`src/rtl/mem_bus_loader.sv`:
```
// rtl/mem_bus_loader.sv - byte-framed bus initiator
// Parses W/R frames from a byte source, runs one bus access, returns ack or read data.
module mem_bus_loader #(
  parameter int BUS_TIMEOUT   = 256,
  parameter int FRAME_TIMEOUT = 100000
) (
  input  logic        clk,
  input  logic        rst_n,
  input  logic        rx_valid,
  input  logic [7:0]  rx_data,
  output logic        rx_ready,
  output logic        tx_valid,
  output logic [7:0]  tx_data,
  input  logic        tx_ready,
  output logic        mem_valid,
  output logic [31:0] mem_addr,
  output logic [31:0] mem_wdata,
  output logic [3:0]  mem_wstrb,
  input  logic        mem_ready,
  input  logic [31:0] mem_rdata,
  output logic        busy
);

  localparam int BW = (BUS_TIMEOUT > 2) ? $clog2(BUS_TIMEOUT) : 1;
  localparam int FW = (FRAME_TIMEOUT > 2) ? $clog2(FRAME_TIMEOUT) : 1;
  localparam logic [BW-1:0] BUS_LAST = BW'(BUS_TIMEOUT - 1);
  localparam logic [FW-1:0] GAP_LAST = FW'(FRAME_TIMEOUT - 1);

  typedef enum logic [2:0] {
    S_IDLE,
    S_ADDR,
    S_DATA,
    S_BUS,
    S_RESP
  } state_t;

  state_t r_state, w_next;

  logic          r_is_wr;
  logic          r_tmo;
  logic [1:0]    r_bcnt;
  logic [1:0]    r_ridx;
  logic [31:2]   r_addr;
  logic [31:0]   r_wdata;
  logic [31:0]   r_rdata;
  logic [BW-1:0] r_bus_cnt;
  logic [FW-1:0] r_gap_cnt;

  logic w_cmd_ok;
  logic w_rx_fire;
  logic w_tx_fire;
  logic w_bus_exp;
  logic w_gap_exp;
  logic w_resp_last;

  assign w_cmd_ok    = (rx_data == 8'h57) || (rx_data == 8'h52);
  assign w_rx_fire   = rx_valid && rx_ready;
  assign w_tx_fire   = tx_valid && tx_ready;
  assign w_bus_exp   = (r_bus_cnt == BUS_LAST);
  assign w_gap_exp   = (r_gap_cnt == GAP_LAST);
  assign w_resp_last = r_tmo || r_is_wr || (r_ridx == 2'd3);

  assign mem_addr  = {r_addr, 2'b00};
  assign mem_wdata = r_wdata;
  assign mem_wstrb = (r_state == S_BUS && r_is_wr) ? 4'hF : 4'h0;

  always_comb begin
    tx_data = 8'h00;
    if (r_state == S_RESP) begin
      if (r_tmo)        tx_data = 8'hEE;
      else if (r_is_wr) tx_data = 8'h4B;
      else begin
        case (r_ridx)
          2'd0:    tx_data = r_rdata[7:0];
          2'd1:    tx_data = r_rdata[15:8];
          2'd2:    tx_data = r_rdata[23:16];
          default: tx_data = r_rdata[31:24];
        endcase
      end
    end
  end

  always_ff @(posedge clk or negedge rst_n) begin
    if (!rst_n) r_state <= S_IDLE;
    else        r_state <= w_next;
  end

  always_comb begin
    w_next    = r_state;
    rx_ready  = 1'b0;
    mem_valid = 1'b0;
    tx_valid  = 1'b0;
    busy      = 1'b1;
    case (r_state)
      S_IDLE: begin
        rx_ready = 1'b1;
        busy     = 1'b0;
        if (rx_valid && w_cmd_ok) w_next = S_ADDR;
      end
      S_ADDR: begin
        rx_ready = 1'b1;
        if (rx_valid) begin
          if (r_bcnt == 2'd3) w_next = r_is_wr ? S_DATA : S_BUS;
        end else if (w_gap_exp) begin
          w_next = S_IDLE;
        end
      end
      S_DATA: begin
        rx_ready = 1'b1;
        if (rx_valid) begin
          if (r_bcnt == 2'd3) w_next = S_BUS;
        end else if (w_gap_exp) begin
          w_next = S_IDLE;
        end
      end
      S_BUS: begin
        mem_valid = 1'b1;
        if (mem_ready || w_bus_exp) w_next = S_RESP;
      end
      S_RESP: begin
        tx_valid = 1'b1;
        if (tx_ready && w_resp_last) w_next = S_IDLE;
      end
      default: w_next = S_IDLE;
    endcase
  end

  always_ff @(posedge clk or negedge rst_n) begin
    if (!rst_n) begin
      r_is_wr   <= 1'b0;
      r_tmo     <= 1'b0;
      r_bcnt    <= 2'd0;
      r_ridx    <= 2'd0;
      r_addr    <= '0;
      r_wdata   <= '0;
      r_rdata   <= '0;
      r_bus_cnt <= '0;
      r_gap_cnt <= '0;
    end else begin
      case (r_state)
        S_IDLE: begin
          if (w_rx_fire && w_cmd_ok) begin
            r_is_wr   <= (rx_data == 8'h57);
            r_tmo     <= 1'b0;
            r_bcnt    <= 2'd0;
            r_ridx    <= 2'd0;
            r_gap_cnt <= '0;
          end
        end
        S_ADDR, S_DATA: begin
          r_bus_cnt <= '0;
          if (w_rx_fire) begin
            r_bcnt    <= r_bcnt + 2'd1;
            r_gap_cnt <= '0;
            if (r_state == S_DATA) begin
              r_wdata <= {rx_data, r_wdata[31:8]};
            end else begin
              // Low two address bits are never stored: the bus is word-addressed.
              case (r_bcnt)
                2'd0:    r_addr[7:2]   <= rx_data[7:2];
                2'd1:    r_addr[15:8]  <= rx_data;
                2'd2:    r_addr[23:16] <= rx_data;
                default: r_addr[31:24] <= rx_data;
              endcase
            end
          end else begin
            r_gap_cnt <= r_gap_cnt + FW'(1);
          end
        end
        S_BUS: begin
          if (mem_ready)      r_rdata   <= mem_rdata;
          else if (w_bus_exp) r_tmo     <= 1'b1;
          else                r_bus_cnt <= r_bus_cnt + BW'(1);
        end
        S_RESP: begin
          if (w_tx_fire) r_ridx <= r_ridx + 2'd1;
        end
        default: ;
      endcase
    end
  end

endmodule

```
`config.mk`:
```
export PLATFORM = sky130hd
export DESIGN_NAME = mem_bus_loader
export DESIGN_NICKNAME = d
export VERILOG_FILES = /design/src/rtl/mem_bus_loader.sv
export SDC_FILE = /design/constraint.sdc
export NUM_CORES = 1
export LEC_CHECK = 0
export ABC_AREA = 1
export ABC_CLOCK_PERIOD_IN_PS = 2300
export BUFFER_PORTS_ARGS = -buffer_cell sky130_fd_sc_hd__buf_2
export CORE_UTILIZATION = 50
export DETAILED_ROUTE_END_ITERATION = 7
export PLACE_DENSITY = 0.74
export RECOVER_POWER = 50
export SETUP_SLACK_MARGIN = 0.4
export SYNTH_ARGS = -nofsm -noshare
export SYNTH_HDL_FRONTEND = slang
export SYNTH_SLANG_ARGS = --single-unit
export TNS_END_PERCENT = 20
```
`constraint.sdc`:
```
create_clock -name clk -period 2.3 [get_ports clk]
set_clock_uncertainty 0.1 [all_clocks]
set_input_delay 0.345 -clock clk [delete_from_list [all_inputs] [get_ports clk]]
set_output_delay 0.345 -clock clk [all_outputs]
set_load 0.05 [all_outputs]
```
==> run metrics, run 1 <==
DRC errors left 0; vias in the first global route 5375; area of placed instances 6960 sq um; Max-Cap Viols 0; Cell Area, Synth 6170 sq um; CP startpoint kind flip-flop; WL/cell 16.0 um; core area 12000 sq um; most frequent cells in the layout 172 x nand2_1, 125 x dfrtp_1, 69 x buf_2; outcome finished clean; Max FO, Critical Path 8; share of post-route cells with drive strength above 1 29.2%; die area 12800 sq um; CTS H-Tree Depth 4; Syn Area/Cell 8.99 sq um; Cells after DPL 931; CTS Buf Count 17; TritonCTS clock tree done; relative slew slack 22.6%; RSZ-0062 raised after global routing true; Final Non-Filler Cells 982; Final Cycle Share 100%; Crit Path Category flip-flop to output pin; CTS Root Cell clkbuf_16; nets 878; Die Ht 113 um; Peak supply drop 0.000774 V; final WL 15700 um; Setup TNS Final 0 ns; total track usage 25.5%; Synth Flop Type dfrtp_1; final instance area 8060 sq um; setup violators final 0; Antenna diodes 0; YS warnings 0; synthesized flop and latch total 128; IO buf count 122; Vias/cell 5.51; Final Max Tran Viols 0; fin util 67.1%; register area share after synthesis 51.9%; largest net degree at the start of global routing 129; Area Overhead vs Synth 30.7%; DP HPWL 9740 um; initial core utilization 51.4%; first-pass GRT wire length 25500 um; EDFF count, synth 0; routability cong. 0.846; initial antenna violation count 0; most common cell after layout, fill and taps aside nand2_1; fmax 435 MHz; GRT Residual Overflow 0; Sink Count 128; clock transition at the registers of the reported paths 0.06 ns; worst hold-check path type input port to flip-flop; Arr. time, crit path 1.85 ns; First-pass DRT Iterations 5; reg-to-reg slack, setup 0.43 ns; Tmin final 2.30 ns; worst path required time 1.86 ns; leakage power 3.90 nW; vias 5407; Skew-Pair Late Insertion Delay 0.43 ns; Die Width 113 um; row count 40; post-synthesis cell type count 35; Pwr Density 1590 nW/um^2; Mapped Cells 686; Routed Antenna Nets 0; Final Hold Viols 0; clock tree buffer depth 2; Worst Tran Pin Value 1.16 ns; Setup crit end kind output pin; iteration-0 DRC count of the detailed router 397; Hold Slack 0.0319 ns; total I/O pin count 125; Post-synth ARST share 100%
==> metrics by stage <==
stage	power (W)	setup WS, ns
finish	0.0128	0.000463
global route	0.0135	-0.0541
CTS	0.0123	0.0219
detailed placement	0.00914	0.169
global placement	0.00898	0.228
floorplan	0.00787	-0.109
==> cell families (layout without fill, tap and decap cells) <==
kind of cell,after synthesis,after routing,share of synthesized area (%)
flops,128,128,51.9
fa+ha+maj,11,11,2.23
xor+xnor,3,3,0.426
other cells,1,2,0.0608
simple gates,333,335,24.8
mux,39,39,7.12
compound gates,80,80,6.98
buf+inv,91,237,6.51
==> worst max-delay path, stage by stage, from the launching register on <==
cell and delay (ns):
dfrtp_1 0.43, inv_2 0.14, ha_4 0.21, nand2_1 0.06, nand3_1 0.08, o211ai_1 0.11
a21oi_2 0.21, buf_6 0.18
==> path summary, 6_finish.rpt <==
path,from,end,depth (start not counted)
hold reg to reg,r_addr[11]$_DFFE_PN0P_,r_addr[11]$_DFFE_PN0P_,2
hold / removal,mem_rdata[9],r_rdata[9]$_DFFE_PN0P_,2
setup / recovery,r_ridx[1]$_DFFE_PN0P_,tx_data[7],7
setup reg to reg,r_state[1]$_DFFE_PN0P_,r_addr[26]$_DFFE_PN0P_,11
min in group asynchronous,rst_n,r_gap_cnt[7]$_DFFE_PN0P_,3
max in group asynchronous,rst_n,r_state[1]$_DFFE_PN0P_,3
==> power by group <==
part	switching, W	total (W)	internal [W]
Sequential	0.000626	0.00377	0.00315
Combinational	0.00436	0.00613	0.00177
Clock	0.00103	0.00290	0.00187
==> metal layers <==
layer	global-route usage, %	wire length (um)	part of all wire, %
met3	6.05	927	5.9
met1	33.3	6610	42
met5	0	0	0
met4	11.2	401	2.6
met2	40.6	7770	49
==> state kept, by name, summed over array words and instances, names as in the netlist, 2 cells and up <==
name,count
r_bcnt,2
r_gap_cnt,17
mem_wdata,32
r_addr,30
r_rdata,32
r_bus_cnt,8
r_ridx,2
r_state,3
==> layout make-up <==
type                    count  area, sq um
clock buffers              19          453
clock inverters            13          183
fillers                   955         3950
inverters                  59          234
multi-input cells         470         2880
repair buffers            146          923
flip-flops and latches    128         3210
well taps                 147          184
==> synth_stat cells (2+ instances only) <==
master / instances / share of area, %
a21oi_1: 21 / 1.7
a31oi_1: 5 / 0.51
buf_2: 10 / 0.81
buf_4: 6 / 0.73
buf_6: 3 / 0.55
clkbuf_1: 12 / 0.73
dfrtp_1: 128 / 52
ha_1: 11 / 2.2
inv_1: 55 / 3.3
inv_2: 2 / 0.12
mux2_1: 8 / 1.5
mux2_2: 31 / 5.7
nand2_1: 188 / 11
nand2_2: 3 / 0.30
nand2_4: 3 / 0.55
nand3_1: 48 / 3.9
nand3_4: 3 / 0.85
nand4_1: 41 / 4.2
nor2_1: 35 / 2.1
nor3_1: 8 / 0.65
o211ai_1: 3 / 0.37
o21ai_0: 45 / 3.7
o21bai_1: 2 / 0.24
o31ai_1: 2 / 0.24
xor2_1: 3 / 0.43
==> timing repair <==
action | 4_1_cts | 5_1_grt
endpoints found under the setup margin | 54 | 92
setup buffers | 7 | 9
gates resized for setup | 46 | 64
pin swaps | 4 | 15
hold endpoints to repair | 128 | 0
gates cloned | 0 | 2
hold buffers | 1 | 0
No activity file was read; power rests on OpenSTA's default activity.
==> run 2: changes to the inputs <==
--- a/config.mk
+++ b/config.mk
@@ -11,7 +11,7 @@
 export CORE_UTILIZATION = 50
 export DETAILED_ROUTE_END_ITERATION = 7
 export PLACE_DENSITY = 0.74
-export RECOVER_POWER = 50
+export RECOVER_POWER = 100
 export SETUP_SLACK_MARGIN = 0.4
 export SYNTH_ARGS = -nofsm -noshare
 export SYNTH_HDL_FRONTEND = slang
==> run 2 against run 1 <==
  * Highest routed layer unchanged
  * Critical endpoint unchanged
  * Critical path depth stayed put
  * Sequential power hardly changed
  * Die area stayed put
  * Total power is 2.4% lower
  * Non-clock buffer count stayed put
  * Fmax is 0.22% higher
  * Register-to-register slack worse by 0.30 ns
  * Critical path type unchanged
  * Routed wire length hardly changed
  * Core utilization is 1.3 points lower
  * First-iteration DRC count is 1.8% higher
==> run metrics, run 2 (synthesized netlist as in run 1, its figures left out) <==
outcome finished clean; FILL cells 989 (+3.6%); Setup crit end kind output pin; CP max stage delay 0.43 ns (about the same); Slowest-stage cell, CP dfrtp_1; GRT Residual Overflow 0 (unchanged); initial core utilization 51.4% (unchanged); Arr. time, crit path 1.85 ns (about the same); CTS Buf Count 17 (unchanged); routability cong. 0.846 (unchanged); Tmin final 2.29 ns (-0.00501 ns); Cells after DPL 931 (unchanged); Sink Count 128 (unchanged); relative slew slack 23.2% (+0.55 points); Skew-Pair Late Insertion Delay 0.43 ns (about the same); Peak supply drop 0.000764 V (-1.3%); Antenna diodes 0 (unchanged); CP most frequent cell a21oi_2; worst hold-check path type input port to flip-flop; Pwr Density 1580 nW/um^2 (-0.44%); largest net degree at the start of global routing 129 (unchanged); CTS H-Tree Depth 4 (unchanged); Max-Cap Viols 0 (unchanged); Max FO, Critical Path 8 (unchanged); Crit Path Category flip-flop to output pin; Final Max Tran Viols 0 (unchanged); most common cell after layout, fill and taps aside nand2_1; WL/cell 16.0 um (about the same); IO buf count 122 (unchanged); leakage power 3.78 nW (-3.1%); clock tree buffer depth 2 (unchanged); initial antenna violation count 0 (unchanged); clock transition at the registers of the reported paths 0.06 ns (about the same); worst path required time 1.86 ns (about the same); Final Cycle Share 99.8% (-0.22 points); share of post-route cells with drive strength above 1 25.0% (-4.2 points); total power 0.0125 W (-2.4%); Setup TNS Final 0 ns (unchanged); DRC errors left 0 (unchanged); fmax 436 MHz (+0.22%); CP startpoint kind flip-flop; CTS Root Cell clkbuf_16; setup violators final 0 (unchanged); total I/O pin count 125 (unchanged); row count 40 (unchanged); first-pass GRT wire length 25500 um (unchanged); final WL 15700 um (about the same); core area 12000 sq um (unchanged); Hold Slack 0.0324 ns (+0.000529 ns); fin util 65.8% (-1.3 points); most frequent cells in the layout 176 x nand2_1, 125 x dfrtp_1, 63 x clkbuf_1; Vias/cell 5.51 (about the same); Final Non-Filler Cells 982 (unchanged); vias in the first global route 5375 (unchanged); TritonCTS clock tree done; Final Hold Viols 0 (unchanged); total track usage 25.5% (unchanged); die area 12800 sq um (unchanged); First-pass DRT Iterations 5 (unchanged); Die Ht 113 um (unchanged); Area Overhead vs Synth 28.1%; Routed Antenna Nets 0 (unchanged); Critical path buffers and inverters 2 (unchanged); delay-heaviest family, CP flip-flops; DP HPWL 9740 um (unchanged); nets 878 (unchanged); CP cell instances inv_2 -> ha_4 -> a21oi_2 -> nand3_1 -> o211ai_1 -> a21oi_2 -> buf_6; vias 5412 (+0.092%); iteration-0 DRC count of the detailed router 404 (+1.8%); Die Width 113 um (unchanged); Worst Tran Pin Value 1.15 ns (-0.00829 ns); RSZ-0062 raised after global routing true
-- run 2: through the flow --
stage          area, sq um  worst slack, ns
2_1_floorplan         6260           -0.109
3_3_place_gp          6960            0.228
3_5_place_dp          6960            0.169
4_1_cts               7810           0.0219
5_1_grt               7900          -0.0541
6_report              7900          0.00547
-- run 2: layout make-up --
| class | instances | area, sq um | area share, % |
|---|---|---|---|
| clock buffers | 19 | 453 | 5.73 |
| clock inverters | 13 | 183 | 2.31 |
| flip-flops and latches | 128 | 3210 | 40.6 |
| repair buffers | 146 | 832 | 10.5 |
| inverters | 59 | 231 | 2.93 |
| well taps | 147 | 184 | 2.33 |
| multi-input cells | 470 | 2810 | 35.6 |
-- run 2: report_power, final --
group / switching [W] / total, W / internal [W]
combinational: 0.00427 / 0.00582 / 0.00155
clock: 0.00103 / 0.00290 / 0.00187
sequential: 0.000632 / 0.00378 / 0.00315
-- run 2: layer usage --
| metal | vias up | track usage, % | wire length, um |
|---|---|---|---|
| li1 | 2567 | - | - |
| met1 | 2642 | 33.3 | 6750 |
| met2 | 169 | 40.6 | 7770 |
| met3 | 34 | 6.05 | 743 |
| met4 | 0 | 11.2 | 431 |
| met5 | - | 0 | 0 |
-- run 2: worst paths after layout --
path	cells past startpoint	start	slack, ns	endpoint
max	7	r_ridx[1]$_DFFE_PN0P_	0.005	tx_data[7]
min	2	mem_rdata[9]	0.03	r_rdata[9]$_DFFE_PN0P_
max reg2reg	7	r_state[0]$_DFFE_PN0P_	0.13	mem_wdata[4]$_DFFE_PN0P_
min reg2reg	2	r_addr[11]$_DFFE_PN0P_	0.37	r_addr[11]$_DFFE_PN0P_
max in group asynchronous	3	rst_n	0.57	r_state[1]$_DFFE_PN0P_
min in group asynchronous	3	rst_n	0.69	r_gap_cnt[7]$_DFFE_PN0P_
-- run 2: timing repair --
action,in CTS,in global routing
hold endpoints to repair,128,0
setup endpoints to repair,54,92
pin swaps,4,15
resized for setup,46,64
cloned,0,2
hold buffers,1,0
buffers inserted,7,9
